<file path="config.mk">
export PLATFORM = sky130hd
export DESIGN_NAME = m_dcache_ctrl_flat
export DESIGN_NICKNAME = d
export VERILOG_FILES = /design/src/rtl/dcache_pkg.sv /design/src/rtl/dcache_if.sv /design/src/rtl/dcache_array.sv /design/src/rtl/m_dcache_ctrl.sv /design/src/flat_wrapper.sv
export SDC_FILE = /design/constraint.sdc
export NUM_CORES = 1
export LEC_CHECK = 0
export BUFFER_PORTS_ARGS = -buffer_cell sky130_fd_sc_hd__buf_2
export CELL_PAD_IN_SITES_DETAIL_PLACEMENT = 0
export CELL_PAD_IN_SITES_GLOBAL_PLACEMENT = 2
export CORE_MARGIN = 2
export CORE_UTILIZATION = 48
export CTS_CLUSTER_DIAMETER = 150
export DETAILED_ROUTE_END_ITERATION = 10
export GPL_TIMING_DRIVEN = 0
export HOLD_SLACK_MARGIN = 0.02
export PLACE_DENSITY = 0.92
export SETUP_SLACK_MARGIN = 0.3
export SYNTH_ARGS = -nofsm -noshare
export SYNTH_HDL_FRONTEND = slang
export SYNTH_SLANG_ARGS = --single-unit
</file>
<file path="constraint.sdc">
create_clock -name clk -period 7.2 [get_ports clk]
set_clock_uncertainty 0.15 [all_clocks]
set_input_delay 0.72 -clock clk [delete_from_list [all_inputs] [get_ports clk]]
set_output_delay 0.72 -clock clk [all_outputs]
set_load 0.005 [all_outputs]
</file>
<file path="src/rtl/dcache_pkg.sv">
// Shared types and defaults for the direct-mapped, write-through data cache.
package dcache_pkg;

  localparam int DATA_SIZE_DEF = 32;
  localparam int ADDR_W_DEF    = 16;
  localparam int INDEX_W_DEF   = 4;

  // Fixed encodings so the debug state bus stays stable across revisions.
  localparam logic [1:0] ST_IDLE    = 2'd0;
  localparam logic [1:0] ST_RD_MISS = 2'd1;
  localparam logic [1:0] ST_WR_THRU = 2'd2;

  typedef enum logic [1:0] {
    IDLE    = ST_IDLE,
    RD_MISS = ST_RD_MISS,
    WR_THRU = ST_WR_THRU
  } dcache_state_e;

  function automatic int tag_w(input int addr_w, input int index_w);
    return addr_w - index_w;
  endfunction

endpackage

</file>
<file path="src/rtl/dcache_if.sv">
// Memory-stage request/response and main-memory handshake bundle for m_dcache_ctrl.
interface dcache_if #(
  parameter int DATA_SIZE = 32,
  parameter int ADDR_W    = 16
) ();

  logic                 m_mem_read;
  logic                 m_mem_write;
  logic [ADDR_W-1:0]    m_addr;
  logic [DATA_SIZE-1:0] m_wdata;
  logic [DATA_SIZE-1:0] m_rdata;
  logic                 m_stall;
  logic                 m_wbwrite;
  logic                 mem_req;
  logic                 mem_we;
  logic [ADDR_W-1:0]    mem_addr;
  logic [DATA_SIZE-1:0] mem_wdata;
  logic [DATA_SIZE-1:0] mem_rdata;
  logic                 mem_ack;

  // Cache side.
  modport slave (
    input  m_mem_read, m_mem_write, m_addr, m_wdata, mem_rdata, mem_ack,
    output m_rdata, m_stall, m_wbwrite, mem_req, mem_we, mem_addr, mem_wdata
  );

  // Pipeline and memory environment side.
  modport master (
    output m_mem_read, m_mem_write, m_addr, m_wdata, mem_rdata, mem_ack,
    input  m_rdata, m_stall, m_wbwrite, mem_req, mem_we, mem_addr, mem_wdata
  );

endinterface

</file>
<file path="src/rtl/dcache_array.sv">
// Valid/tag/data storage: async-cleared valids, combinational read, one write port.
module dcache_array
  import dcache_pkg::*;
#(
  parameter int DATA_SIZE = DATA_SIZE_DEF,
  parameter int INDEX_W   = INDEX_W_DEF,
  parameter int TAG_W     = tag_w(ADDR_W_DEF, INDEX_W_DEF)
) (
  input  logic                 clk,
  input  logic                 rst,
  input  logic [INDEX_W-1:0]   rd_index,
  output logic                 rd_valid,
  output logic [TAG_W-1:0]     rd_tag,
  output logic [DATA_SIZE-1:0] rd_data,
  input  logic                 wr_en,
  input  logic [INDEX_W-1:0]   wr_index,
  input  logic [TAG_W-1:0]     wr_tag,
  input  logic [DATA_SIZE-1:0] wr_data,
  input  logic                 wr_set_valid
);

  localparam int LINES = 1 << INDEX_W;

  logic [LINES-1:0]     valid_q;
  logic [TAG_W-1:0]     tag_q  [LINES];
  logic [DATA_SIZE-1:0] data_q [LINES];

  always_ff @(posedge clk or posedge rst) begin
    if (rst) begin
      valid_q <= '0;
    end else if (wr_en && wr_set_valid) begin
      valid_q[wr_index] <= 1'b1;
    end
  end

  // Tag and data hold whatever was last written; only valid bits are reset.
  always_ff @(posedge clk) begin
    if (wr_en) begin
      tag_q[wr_index]  <= wr_tag;
      data_q[wr_index] <= wr_data;
    end
  end

  assign rd_valid = valid_q[rd_index];
  assign rd_tag   = tag_q[rd_index];
  assign rd_data  = data_q[rd_index];

endmodule

</file>
<file path="src/rtl/m_dcache_ctrl.sv">
// Memory-stage data cache controller (direct-mapped, write-through, no-write-allocate).
// Define DCACHE_STATS_EN to add saturating hit_cnt/miss_cnt read-lookup counters.
module m_dcache_ctrl
  import dcache_pkg::*;
#(
  parameter int DATA_SIZE = DATA_SIZE_DEF,
  parameter int ADDR_W    = ADDR_W_DEF,
  parameter int INDEX_W   = INDEX_W_DEF
) (
  input  logic       clk,
  input  logic       rst,
  dcache_if.slave    bus,
  output logic [1:0] dbg_state
`ifdef DCACHE_STATS_EN
  ,
  output logic [31:0] hit_cnt,
  output logic [31:0] miss_cnt
`endif
);

  localparam int TAG_W = tag_w(ADDR_W, INDEX_W);

  dcache_state_e        state;
  logic                 done;
  logic                 stall;
  logic                 mem_req_q;
  logic                 mem_we_q;
  logic [ADDR_W-1:0]    mem_addr_q;
  logic [DATA_SIZE-1:0] mem_wdata_q;

  logic [INDEX_W-1:0]   idx;
  logic [TAG_W-1:0]     tag;
  logic                 rd_valid;
  logic [TAG_W-1:0]     rd_tag;
  logic [DATA_SIZE-1:0] rd_data;
  logic                 wr_en;
  logic                 wr_set_valid;
  logic [INDEX_W-1:0]   wr_index;
  logic [TAG_W-1:0]     wr_tag;
  logic [DATA_SIZE-1:0] wr_data;

  logic hit, is_rd, wr_go, rd_hit, rd_miss;

  assign idx = bus.m_addr[INDEX_W-1:0];
  assign tag = bus.m_addr[ADDR_W-1:INDEX_W];

  dcache_array #(
    .DATA_SIZE(DATA_SIZE),
    .INDEX_W  (INDEX_W),
    .TAG_W    (TAG_W)
  ) u_array (
    .clk         (clk),
    .rst         (rst),
    .rd_index    (idx),
    .rd_valid    (rd_valid),
    .rd_tag      (rd_tag),
    .rd_data     (rd_data),
    .wr_en       (wr_en),
    .wr_index    (wr_index),
    .wr_tag      (wr_tag),
    .wr_data     (wr_data),
    .wr_set_valid(wr_set_valid)
  );

  // A set write request wins over read; done masks the store still held for one cycle after its ack.
  assign hit     = rd_valid && (rd_tag == tag);
  assign is_rd   = bus.m_mem_read && !bus.m_mem_write;
  assign wr_go   = bus.m_mem_write && !done;
  assign rd_hit  = is_rd && hit;
  assign rd_miss = is_rd && !hit;

  always_comb begin
    stall = 1'b1;
    if (state == IDLE) stall = rd_miss || wr_go;
    if (rst)           stall = 1'b0;
  end

  always_comb begin
    wr_en        = 1'b0;
    wr_set_valid = 1'b0;
    wr_index     = idx;
    wr_tag       = tag;
    wr_data      = bus.m_wdata;
    if (state == RD_MISS && bus.mem_ack) begin
      wr_en        = 1'b1;
      wr_set_valid = 1'b1;
      wr_index     = mem_addr_q[INDEX_W-1:0];
      wr_tag       = mem_addr_q[ADDR_W-1:INDEX_W];
      wr_data      = bus.mem_rdata;
    end else if (state == IDLE && wr_go && hit) begin
      wr_en        = 1'b1;
      wr_set_valid = 1'b1;
    end
  end

  // Handshake: mem_req, mem_we, mem_addr, mem_wdata are registered and held steady from
  // request until the one-cycle mem_ack pulse; mem_req drops on the ack edge. Upstream
  // holds its request stable while m_stall = 1 and the transaction retires in the first
  // cycle m_stall = 0 (m_wbwrite = 1).
  always_ff @(posedge clk or posedge rst) begin
    if (rst) begin
      state       <= IDLE;
      done        <= 1'b0;
      mem_req_q   <= 1'b0;
      mem_we_q    <= 1'b0;
      mem_addr_q  <= '0;
      mem_wdata_q <= '0;
    end else begin
      unique case (state)
        IDLE: begin
          if (!stall) done <= 1'b0;
          if (wr_go) begin
            state       <= WR_THRU;
            mem_req_q   <= 1'b1;
            mem_we_q    <= 1'b1;
            mem_addr_q  <= bus.m_addr;
            mem_wdata_q <= bus.m_wdata;
          end else if (rd_miss) begin
            state      <= RD_MISS;
            mem_req_q  <= 1'b1;
            mem_we_q   <= 1'b0;
            mem_addr_q <= bus.m_addr;
          end
        end
        RD_MISS, WR_THRU: begin
          if (bus.mem_ack) begin
            state     <= IDLE;
            mem_req_q <= 1'b0;
            mem_we_q  <= 1'b0;
            done      <= 1'b1;
          end
        end
        default: state <= IDLE;
      endcase
    end
  end

`ifdef DCACHE_STATS_EN
  // The first hit after a fill (done = 1) retires the miss and is not a new lookup.
  always_ff @(posedge clk or posedge rst) begin
    if (rst) begin
      hit_cnt  <= '0;
      miss_cnt <= '0;
    end else if (state == IDLE) begin
      if (rd_hit && !done && hit_cnt != '1)  hit_cnt  <= hit_cnt + 32'd1;
      if (rd_miss && miss_cnt != '1)          miss_cnt <= miss_cnt + 32'd1;
    end
  end
`endif

  assign bus.m_rdata   = (state == IDLE && rd_hit) ? rd_data : '0;
  assign bus.m_stall   = stall;
  assign bus.m_wbwrite = ~stall;
  assign bus.mem_req   = mem_req_q;
  assign bus.mem_we    = mem_we_q;
  assign bus.mem_addr  = mem_addr_q;
  assign bus.mem_wdata = mem_wdata_q;
  assign dbg_state     = state;

endmodule

</file>
<file path="src/flat_wrapper.sv">
// flat-port wrapper written by rule: the top's interface ports become plain ports
module m_dcache_ctrl_flat import dcache_pkg::*;
#(
  parameter int DATA_SIZE = DATA_SIZE_DEF,
  parameter int ADDR_W    = ADDR_W_DEF,
  parameter int INDEX_W   = INDEX_W_DEF
)
  (clk, rst, dbg_state, bus_m_mem_read, bus_m_mem_write, bus_m_addr, bus_m_wdata, bus_mem_rdata, bus_mem_ack, bus_m_rdata, bus_m_stall, bus_m_wbwrite, bus_mem_req, bus_mem_we, bus_mem_addr, bus_mem_wdata);
  dcache_if #(.DATA_SIZE(DATA_SIZE), .ADDR_W(ADDR_W)) bus_i ();
  input  logic clk;
  input  logic rst;
  output logic [1:0] dbg_state;
  input wire logic [$bits(bus_i.m_mem_read)-1:0] bus_m_mem_read;
  input wire logic [$bits(bus_i.m_mem_write)-1:0] bus_m_mem_write;
  input wire logic [$bits(bus_i.m_addr)-1:0] bus_m_addr;
  input wire logic [$bits(bus_i.m_wdata)-1:0] bus_m_wdata;
  input wire logic [$bits(bus_i.mem_rdata)-1:0] bus_mem_rdata;
  input wire logic [$bits(bus_i.mem_ack)-1:0] bus_mem_ack;
  output wire logic [$bits(bus_i.m_rdata)-1:0] bus_m_rdata;
  output wire logic [$bits(bus_i.m_stall)-1:0] bus_m_stall;
  output wire logic [$bits(bus_i.m_wbwrite)-1:0] bus_m_wbwrite;
  output wire logic [$bits(bus_i.mem_req)-1:0] bus_mem_req;
  output wire logic [$bits(bus_i.mem_we)-1:0] bus_mem_we;
  output wire logic [$bits(bus_i.mem_addr)-1:0] bus_mem_addr;
  output wire logic [$bits(bus_i.mem_wdata)-1:0] bus_mem_wdata;
  assign bus_i.m_mem_read = bus_m_mem_read;
  assign bus_i.m_mem_write = bus_m_mem_write;
  assign bus_i.m_addr = bus_m_addr;
  assign bus_i.m_wdata = bus_m_wdata;
  assign bus_i.mem_rdata = bus_mem_rdata;
  assign bus_i.mem_ack = bus_mem_ack;
  assign bus_m_rdata = bus_i.m_rdata;
  assign bus_m_stall = bus_i.m_stall;
  assign bus_m_wbwrite = bus_i.m_wbwrite;
  assign bus_mem_req = bus_i.mem_req;
  assign bus_mem_we = bus_i.mem_we;
  assign bus_mem_addr = bus_i.mem_addr;
  assign bus_mem_wdata = bus_i.mem_wdata;
  m_dcache_ctrl #(.DATA_SIZE(DATA_SIZE), .ADDR_W(ADDR_W), .INDEX_W(INDEX_W)) u_core (.clk(clk), .rst(rst), .bus(bus_i), .dbg_state(dbg_state));
endmodule
</file>
# [Yosys cells after proc, flatten, opt, wreduce, memory -nomap -nowiden]
# Memories as Yosys holds them, arrays and structs flattened.
# Index checks and enable logic that the tools add are counted.
[word_totals] romBits=0 mem_count=2 ramBits=704 out_inout_bits=86 elab_cells=73 reg_bits=69 inputBits=85 latchBits=0
[classes] n_div=0 n_mul=0 shifts=0 bitwise=2 n_lt_le_gt_ge=3 n_addsub=0 n_mux=30 n_reduce_logical=23 eq_ne=6
[mem_list] memory="u_core.u_array.data_q" depth=16 word_bits=32 read_ports=1 rd_ports_with_merged_regs=0 write_ports=1 line="dcache_array.sv:26" rtl="logic [DATA_SIZE-1:0] data_q [LINES];"
[mem_list] memory="u_core.u_array.tag_q" depth=16 word_bits=12 read_ports=1 rd_ports_with_merged_regs=0 write_ports=1 line="dcache_array.sv:25" rtl="logic [TAG_W-1:0] tag_q [LINES];"
[op_table] operator="two-way mux 32 bit" count=2
[op_table] operator="two-way mux 16 bit" count=2
[op_table] operator="bitwise OR 16 bit" count=1
[op_table] operator="two-way mux 1 bit" count=15
[op_table] operator="== test 12 bit" count=1
[op_table] operator="two-way mux 12 bit" count=1
[op_table] operator="logical AND 1 bit" count=10
[op_table] operator="less-than comparator 4 x 5 -> 1 bit (second input constant)" count=2
[op_table] operator="two-way mux 2 bit" count=3
[op_table] operator="case mux 1 bit (2 select lines)" count=3
[op_table] operator="AND reduction 2 bit" count=3
[op_table] operator="AND reduction 3 bit" count=2
[op_table] operator="binary-select mux 1 bit (select 4 bit)" count=1
[op_table] operator="demux 1 bit (select 4 bit)" count=1
[op_table] operator="greater-or-equal comparator 4 x 1 -> 1 bit (second input constant)" count=1
[op_table] operator="two-way mux 4 bit" count=1
[op_table] operator="!= test 2 bit (second input constant)" count=2
[op_table] operator="case mux 2 bit (2 select lines)" count=1
[op_table] operator="nonzero test 2 bit" count=2
[op_table] operator="logical NOT 1 bit" count=3
[op_table] operator="!= test 3 x 1 -> 1 bit (second input constant)" count=1
[op_table] operator="== test 2 x 1 -> 1 bit (second input constant)" count=1
[op_table] operator="== test 2 bit (second input constant)" count=1
[op_table] operator="logical NOT 2 bit" count=1
[op_table] operator="3 further kinds" count=3

# [Logic depth before layout (Yosys ltp)]
[logic_depth] word_depth=10 ltp_mapped=14 mapped_depth_nobuf=9

# [Hierarchy]
# Synthesis repeated with hierarchy kept, for this count alone.
[unflattened] cells_unflattened=1405 hier_area_um2=30190.2
[modules_own_cells] mod="dcache_array" cells_per_inst=1151 area_each_um2=27094.7 seq_area_each_um2=21540.7 instances=1
[modules_own_cells] mod="m_dcache_ctrl" cells_per_inst=254 area_each_um2=3095.5 seq_area_each_um2=1326.3 instances=1

# [Worst setup path after synthesis]
# Ideal clock, no wire load.
[synth_path] kind="input to register" start="in bus_m_addr[1]" end="mem u_core.u_array.data_q[10][0], enable pin" n_path_buf=5 stages=13 setup_ns=0.461 required_time_ns=6.589 arrival_ns=5.831 setup_slack_ns=0.757 cell_sequence="buf_6 -> buf_2 -> buf_2 -> buf_2 -> mux2i_1 -> xor2_1 -> nand3_1 -> a2111oi_2 -> nand4b_1 -> or3_4 -> or4_4 -> buf_6 -> o22ai_1"
[synth_between] elab_chain_len=8 word_cells_on_any_way=11 classes_between="eq/ne: 1; mux: 7; reduce/logical: 2; memory: 1"
[synth_lines] element="from (decl)" line="flat_wrapper.sv:15" rtl="input wire logic [$bits(bus_i.m_addr)-1:0] bus_m_addr;"
[synth_lines] element="memory read (16 x 12 bit) or binary-select mux 1 bit (select 4 bit) (tied branches)"
[synth_lines] element="== test 12 bit or two-way mux 1 bit (tied branches)" line="m_dcache_ctrl.sv:66, dcache_array.sv:44"
[synth_lines] element="logical AND 1 bit" line="m_dcache_ctrl.sv:66" rtl="assign hit = rd_valid && (rd_tag == tag);"
[synth_lines] element="logical AND 1 bit" line="m_dcache_ctrl.sv:90" rtl="end else if (state == IDLE && wr_go && hit) begin"
[synth_lines] element="two-way mux 1 bit" line="m_dcache_ctrl.sv:90"
[synth_lines] element="two-way mux 1 bit" line="m_dcache_ctrl.sv:84" rtl="if (state == RD_MISS && bus.mem_ack) begin"
[synth_lines] element="two-way mux 1 bit" line="dcache_array.sv:38" rtl="if (wr_en) begin"
[synth_lines] element="two-way mux 1 bit (not written as such)" line="dcache_array.sv:40" rtl="data_q[wr_index] <= wr_data;"
[synth_lines] element="to (decl)" line="dcache_array.sv:26"
# Parallel ways exist; a longest one is shown, timed or not. The select of a mux whose other input is x is not followed.

# [Worst setup path after layout]
[layout_path] start="in bus_m_addr[0]" end="out bus_m_rdata[10]"
[layout_between] elab_chain_len=6 word_cells_on_any_way=9 classes_between="eq/ne: 1; mux: 3; reduce/logical: 3; memory: 2"
[layout_lines] element="memory read (16 x 12 bit) or binary-select mux 1 bit (select 4 bit) (tied branches)"
[layout_lines] element="== test 12 bit or two-way mux 1 bit (tied branches)" line="m_dcache_ctrl.sv:66, dcache_array.sv:44"
[layout_lines] element="logical AND 1 bit" line="m_dcache_ctrl.sv:66"
[layout_lines] element="logical AND 1 bit" line="m_dcache_ctrl.sv:69" rtl="assign rd_hit = is_rd && hit;"
[layout_lines] element="logical AND 1 bit" line="m_dcache_ctrl.sv:151" rtl="assign bus.m_rdata = (state == IDLE && rd_hit) ? rd_data : '0;"
[layout_lines] element="two-way mux 32 bit *" line="m_dcache_ctrl.sv:151"
[layout_lines] element="to (decl)" line="flat_wrapper.sv:19" rtl="output wire logic [$bits(bus_i.m_rdata)-1:0] bus_m_rdata;"
# Mark *: on every way between the ends. The rest lies on a longest branch, timed or not. The select of a mux whose other input is x is not followed.

==> insert_results.sql <==
INSERT INTO impl_metrics (metric_group, metric, value, unit) VALUES
('yosys', 'synth_top_family_by_area', 'multiplexers', ''),
('clocking', 'cts_setup_buffers', '0', ''),
('critical_path', 'required', '6330', 'ps'),
('drt', 'wl', '75600', 'microns'),
('floorplanning', 'die_width', '257', 'microns'),
('timing', 'hold_violations', '0', ''),
('timing', 'post-route-min-period', '6480', 'ps'),
('cells_and_area', 'final_common_cell', 'sky130_fd_sc_hd__edfxtp_1', ''),
('pwr', 'ir_drop', '0.000234', 'V'),
('timing', 'final-setup-viol-count', '0', ''),
('outcome', 'run_status', 'complete, no violations', ''),
('timing', 'timing_max_transition_violations_final', '0', ''),
('placed_design', 'io_buffer_count', '166', ''),
('clocking', 'clk_pin_slew_worst_paths', '60', 'ps'),
('clocking', 'cts_tree', 'yes', ''),
('yosys', 'synth.cell_area', '30700', 'sq um'),
('timing', 'finalWorstSetupSlack', '721', 'ps'),
('drt', 'ant_nets', '0', ''),
('pwr', 'leakage', '12.2', 'nW'),
('grt', 'grt_first_pass_wirelength', '110000', 'microns'),
('yosys', 'post_synth_fa_ha_maj_area_fraction', '0.122', '%'),
('placed_design', 'gp_routability_congestion', '0.781', ''),
('clocking', 'h-tree-depth', '3', ''),
('yosys', 'mappedNetlistNets', '1592', ''),
('cells_and_area', 'utilization', '56.9', '%'),
('yosys', 'yosys.area_share.xor_xnor', '0.599', '%'),
('timing', 'worst_slew_margin_relative_to_its_limit', '18.1', '%'),
('floorplanning', 'row_count', '92', ''),
('timing', 'fmaxAchievable', '0.154', 'GHz'),
('cells_and_area', 'drive_above_1_share', '33.0', '%'),
('yosys', 'ys.flop_type', 'sky130_fd_sc_hd__edfxtp_1', ''),
('placed_design', 'total_placed_instance_area', '33300', 'sq um'),
('cells_and_area', 'nFillCells', '4640', ''),
('yosys', 'yosys-mux-area-fraction', '17.8', '%'),
('yosys', 'synth_edf_count', '704', ''),
('grt', 'grt_antenna_before_repair', '0', ''),
('grt', 'grt_busiest_layer', 'met2', ''),
('yosys', 'synth-compound-area-share', '1.57', '%'),
('cells_and_area', 'finalInstanceArea', '35900', 'sq um'),
('grt', 'maximum_number_of_pins_on_one_net_before_global_route_repair', '49', ''),
('yosys', 'synth_cell_type_count', '51', ''),
('floorplanning', 'die_h', '257', 'microns'),
('pwr', 'fin_total_pwr', '10.9', 'mW'),
('cells_and_area', 'antenna_cells_inserted', '0', ''),
('yosys', 'synthesis.yosys.warnings', '0', ''),
('cells_and_area', 'final_cell_mix', '704 x sky130_fd_sc_hd__edfxtp_1, 199 x sky130_fd_sc_hd__mux4_2, 176 x sky130_fd_sc_hd__buf_2', ''),
('placed_design', 'place.detailed.hpwl', '45200', 'microns'),
('drt', 'vias_per_cell', '5.96', ''),
('drt', 'drt-initial-drc-count', '1909', ''),
('grt', 'first_global_vias', '16590', ''),
('yosys', 'synthesis.area_per_instance', '20.4', 'sq um'),
('hold_path', 'timing.hold.worst.class', 'primary input to register', ''),
('drt', 'wire_length_per_cell_after_detailed_routing', '28.1', 'microns'),
('grt', 'globalRoute.totalOverflow', '0', ''),
('cells_and_area', 'synthToLayoutAreaGrowth', '17.1', '%'),
('job', 'drv_cap', '0', ''),
('timing', 'post-route-period-util', '90.0', '%'),
('yosys', 'seq_area_frac_synth', '74.5', '%'),
('clocking', 'cts-buffers-inserted', '78', ''),
('grt', 'grt_use_met2', '37.3', '%'),
('clocking', 'clk-insertion-delay-late', '640', 'ps'),
('yosys', 'synth_simple_gate_area_share', '4.25', '%'),
('clocking', 'cts_num_sinks', '773', ''),
('critical_path', 'critical_path_arrival', '5610', 'ps'),
('timing', 'final.setup.tns', '0', 'ps'),
('pwr', 'power-per-cell-area', '303', 'nW/um^2'),
('drt', 'dr.pass1.iters', '5', ''),
('yosys', 'netlist_instances', '1504', ''),
('clocking', 'cts-root-buf', 'sky130_fd_sc_hd__clkbuf_16', ''),
('floorplanning', 'design.portCount', '171', ''),
('floorplanning', 'initial_utilization', '48.6', '%');
==> worst paths after layout <==
kind                                       startpoint                          end  slack, ps  cells past startpoint
max in group asynchronous                         rst      u_core.bus.mem_addr[14]       5760                      4
setup / recovery                        bus_m_addr[0]              bus_m_rdata[10]        720                     11
min in group asynchronous                         rst           u_core.bus.mem_req        510                      3
hold reg to reg             u_core.u_array.valid_q[7]    u_core.u_array.valid_q[7]        320                      1
hold / removal                        bus_m_wdata[18]     u_core.bus.mem_wdata[18]        190                      2
setup reg to reg           u_core.u_array.tag_q[3][0]  u_core.u_array.data_q[8][8]       2000                     12
==> through the flow <==
step                      std cells  hold slack, ps
after floorplan                1504             279
after global placement         2516             296
after detailed placement       2545             306
after CTS                      2690             161
after global routing           2690             180
final                          2690             188
==> report_power, final <==
| group | switching, mW | internal [mW] |
|---|---|---|
| registers | 0.129 | 5.34 |
| logic | 0.802 | 0.558 |
| clock network | 1.70 | 2.35 |
==> cells by family after synthesis <==
logic type / after synthesis
DFF: 773
muxes: 279
and+or+nand+nor: 278
buffers and inverters: 86
AOI/OAI and AO/OA: 64
xor gates and xnor gates: 21
adders and majority gates: 3
==> area by class of cell <==
type,instances,area (sq um),area share [%]
Sequential cell,773,22900,63.7
Multi-Input combinational cell,645,7620,21.2
Clock buffer,106,2170,6.04
Timing Repair Buffer,196,1440,4.00
Tap cell,846,1060,2.95
Clock inverter,38,400,1.11
Buffer,79,332,0.923
Inverter,7,28.8,0.0801
==> critical path: stages <==
cell and delay, ps:
sky130_fd_sc_hd__buf_2 130, sky130_fd_sc_hd__buf_4 250, sky130_fd_sc_hd__buf_4 300, sky130_fd_sc_hd__buf_1 580, sky130_fd_sc_hd__clkbuf_1 650, sky130_fd_sc_hd__clkbuf_1 600
sky130_fd_sc_hd__buf_1 890, sky130_fd_sc_hd__mux4_2 620, sky130_fd_sc_hd__mux4_2 540, sky130_fd_sc_hd__nor2b_1 150, sky130_fd_sc_hd__buf_2 150
==> repair_timing <==
action / in CTS / in global routing
gates resized for setup: 0 / 0
hold endpoints to repair: 21 / 0
hold buffers: 1 / 0
setup endpoints to repair: 0 / 0
==> flip-flops by register name, summed over array words and instances, names as in the netlist <==
signal                  count
u_core.u_array.data_q     512
u_core.u_array.tag_q      192
u_core.bus.mem_wdata       32
u_core.bus.mem_addr        16
u_core.u_array.valid_q     16
u_core.dbg_state            2
u_core.bus.mem_req          1
u_core.bus.mem_we           1
u_core.done                 1
==> synth_stat cells (2+ instances only) <==
library cell               number  area (sq um)
sky130_fd_sc_hd__buf_1         23          86.3
sky130_fd_sc_hd__and2_1         2          12.5
sky130_fd_sc_hd__xor2_1         9          78.8
sky130_fd_sc_hd__inv_1          7          26.3
sky130_fd_sc_hd__ha_1           3          37.5
sky130_fd_sc_hd__nor3_1        10          50.1
sky130_fd_sc_hd__o21ai_0        7          35.0
sky130_fd_sc_hd__mux2i_1       19           190
sky130_fd_sc_hd__o31ai_2        3          37.5
sky130_fd_sc_hd__mux4_2       199          4480
sky130_fd_sc_hd__nand2b_1      10          62.6
sky130_fd_sc_hd__clkbuf_1      42           158
sky130_fd_sc_hd__nand2_1      154           578
sky130_fd_sc_hd__a22o_1         5          43.8
sky130_fd_sc_hd__nand3_1       18          90.1
sky130_fd_sc_hd__nand4_1        2          12.5
sky130_fd_sc_hd__a22oi_1        5          37.5
sky130_fd_sc_hd__buf_4          2          15.0
sky130_fd_sc_hd__or2_2         10          62.6
sky130_fd_sc_hd__mux2_2        55           619
sky130_fd_sc_hd__a21oi_1        7          35.0
sky130_fd_sc_hd__a41o_1         3          30.0
sky130_fd_sc_hd__a31oi_1        2          12.5
sky130_fd_sc_hd__and4b_1        3          30.0
sky130_fd_sc_hd__xnor2_1       12           105
sky130_fd_sc_hd__mux4_1         6           158
sky130_fd_sc_hd__buf_2         10          50.1
sky130_fd_sc_hd__o21bai_1       8          60.1
sky130_fd_sc_hd__and3_1         2          12.5
sky130_fd_sc_hd__nor2_1        19          71.3
sky130_fd_sc_hd__edfxtp_1     704         21100
sky130_fd_sc_hd__o21a_1         3          22.5
sky130_fd_sc_hd__o22ai_1       12          75.1
sky130_fd_sc_hd__nor2b_1       39           244
sky130_fd_sc_hd__or3_4          2          22.5
sky130_fd_sc_hd__buf_6          2          22.5
sky130_fd_sc_hd__dfrtp_1       69          1730
sky130_fd_sc_hd__nand3b_1       3          22.5
==> metal layers <==
metal  vias to the layer above  share of wire (%)
li1                       6666                  -
met1                      8322                 38
met2                       901                 49
met3                       137                9.7
met4                         0                3.0
met5                         -                  0
No activity file was read; power rests on OpenSTA's default activity.
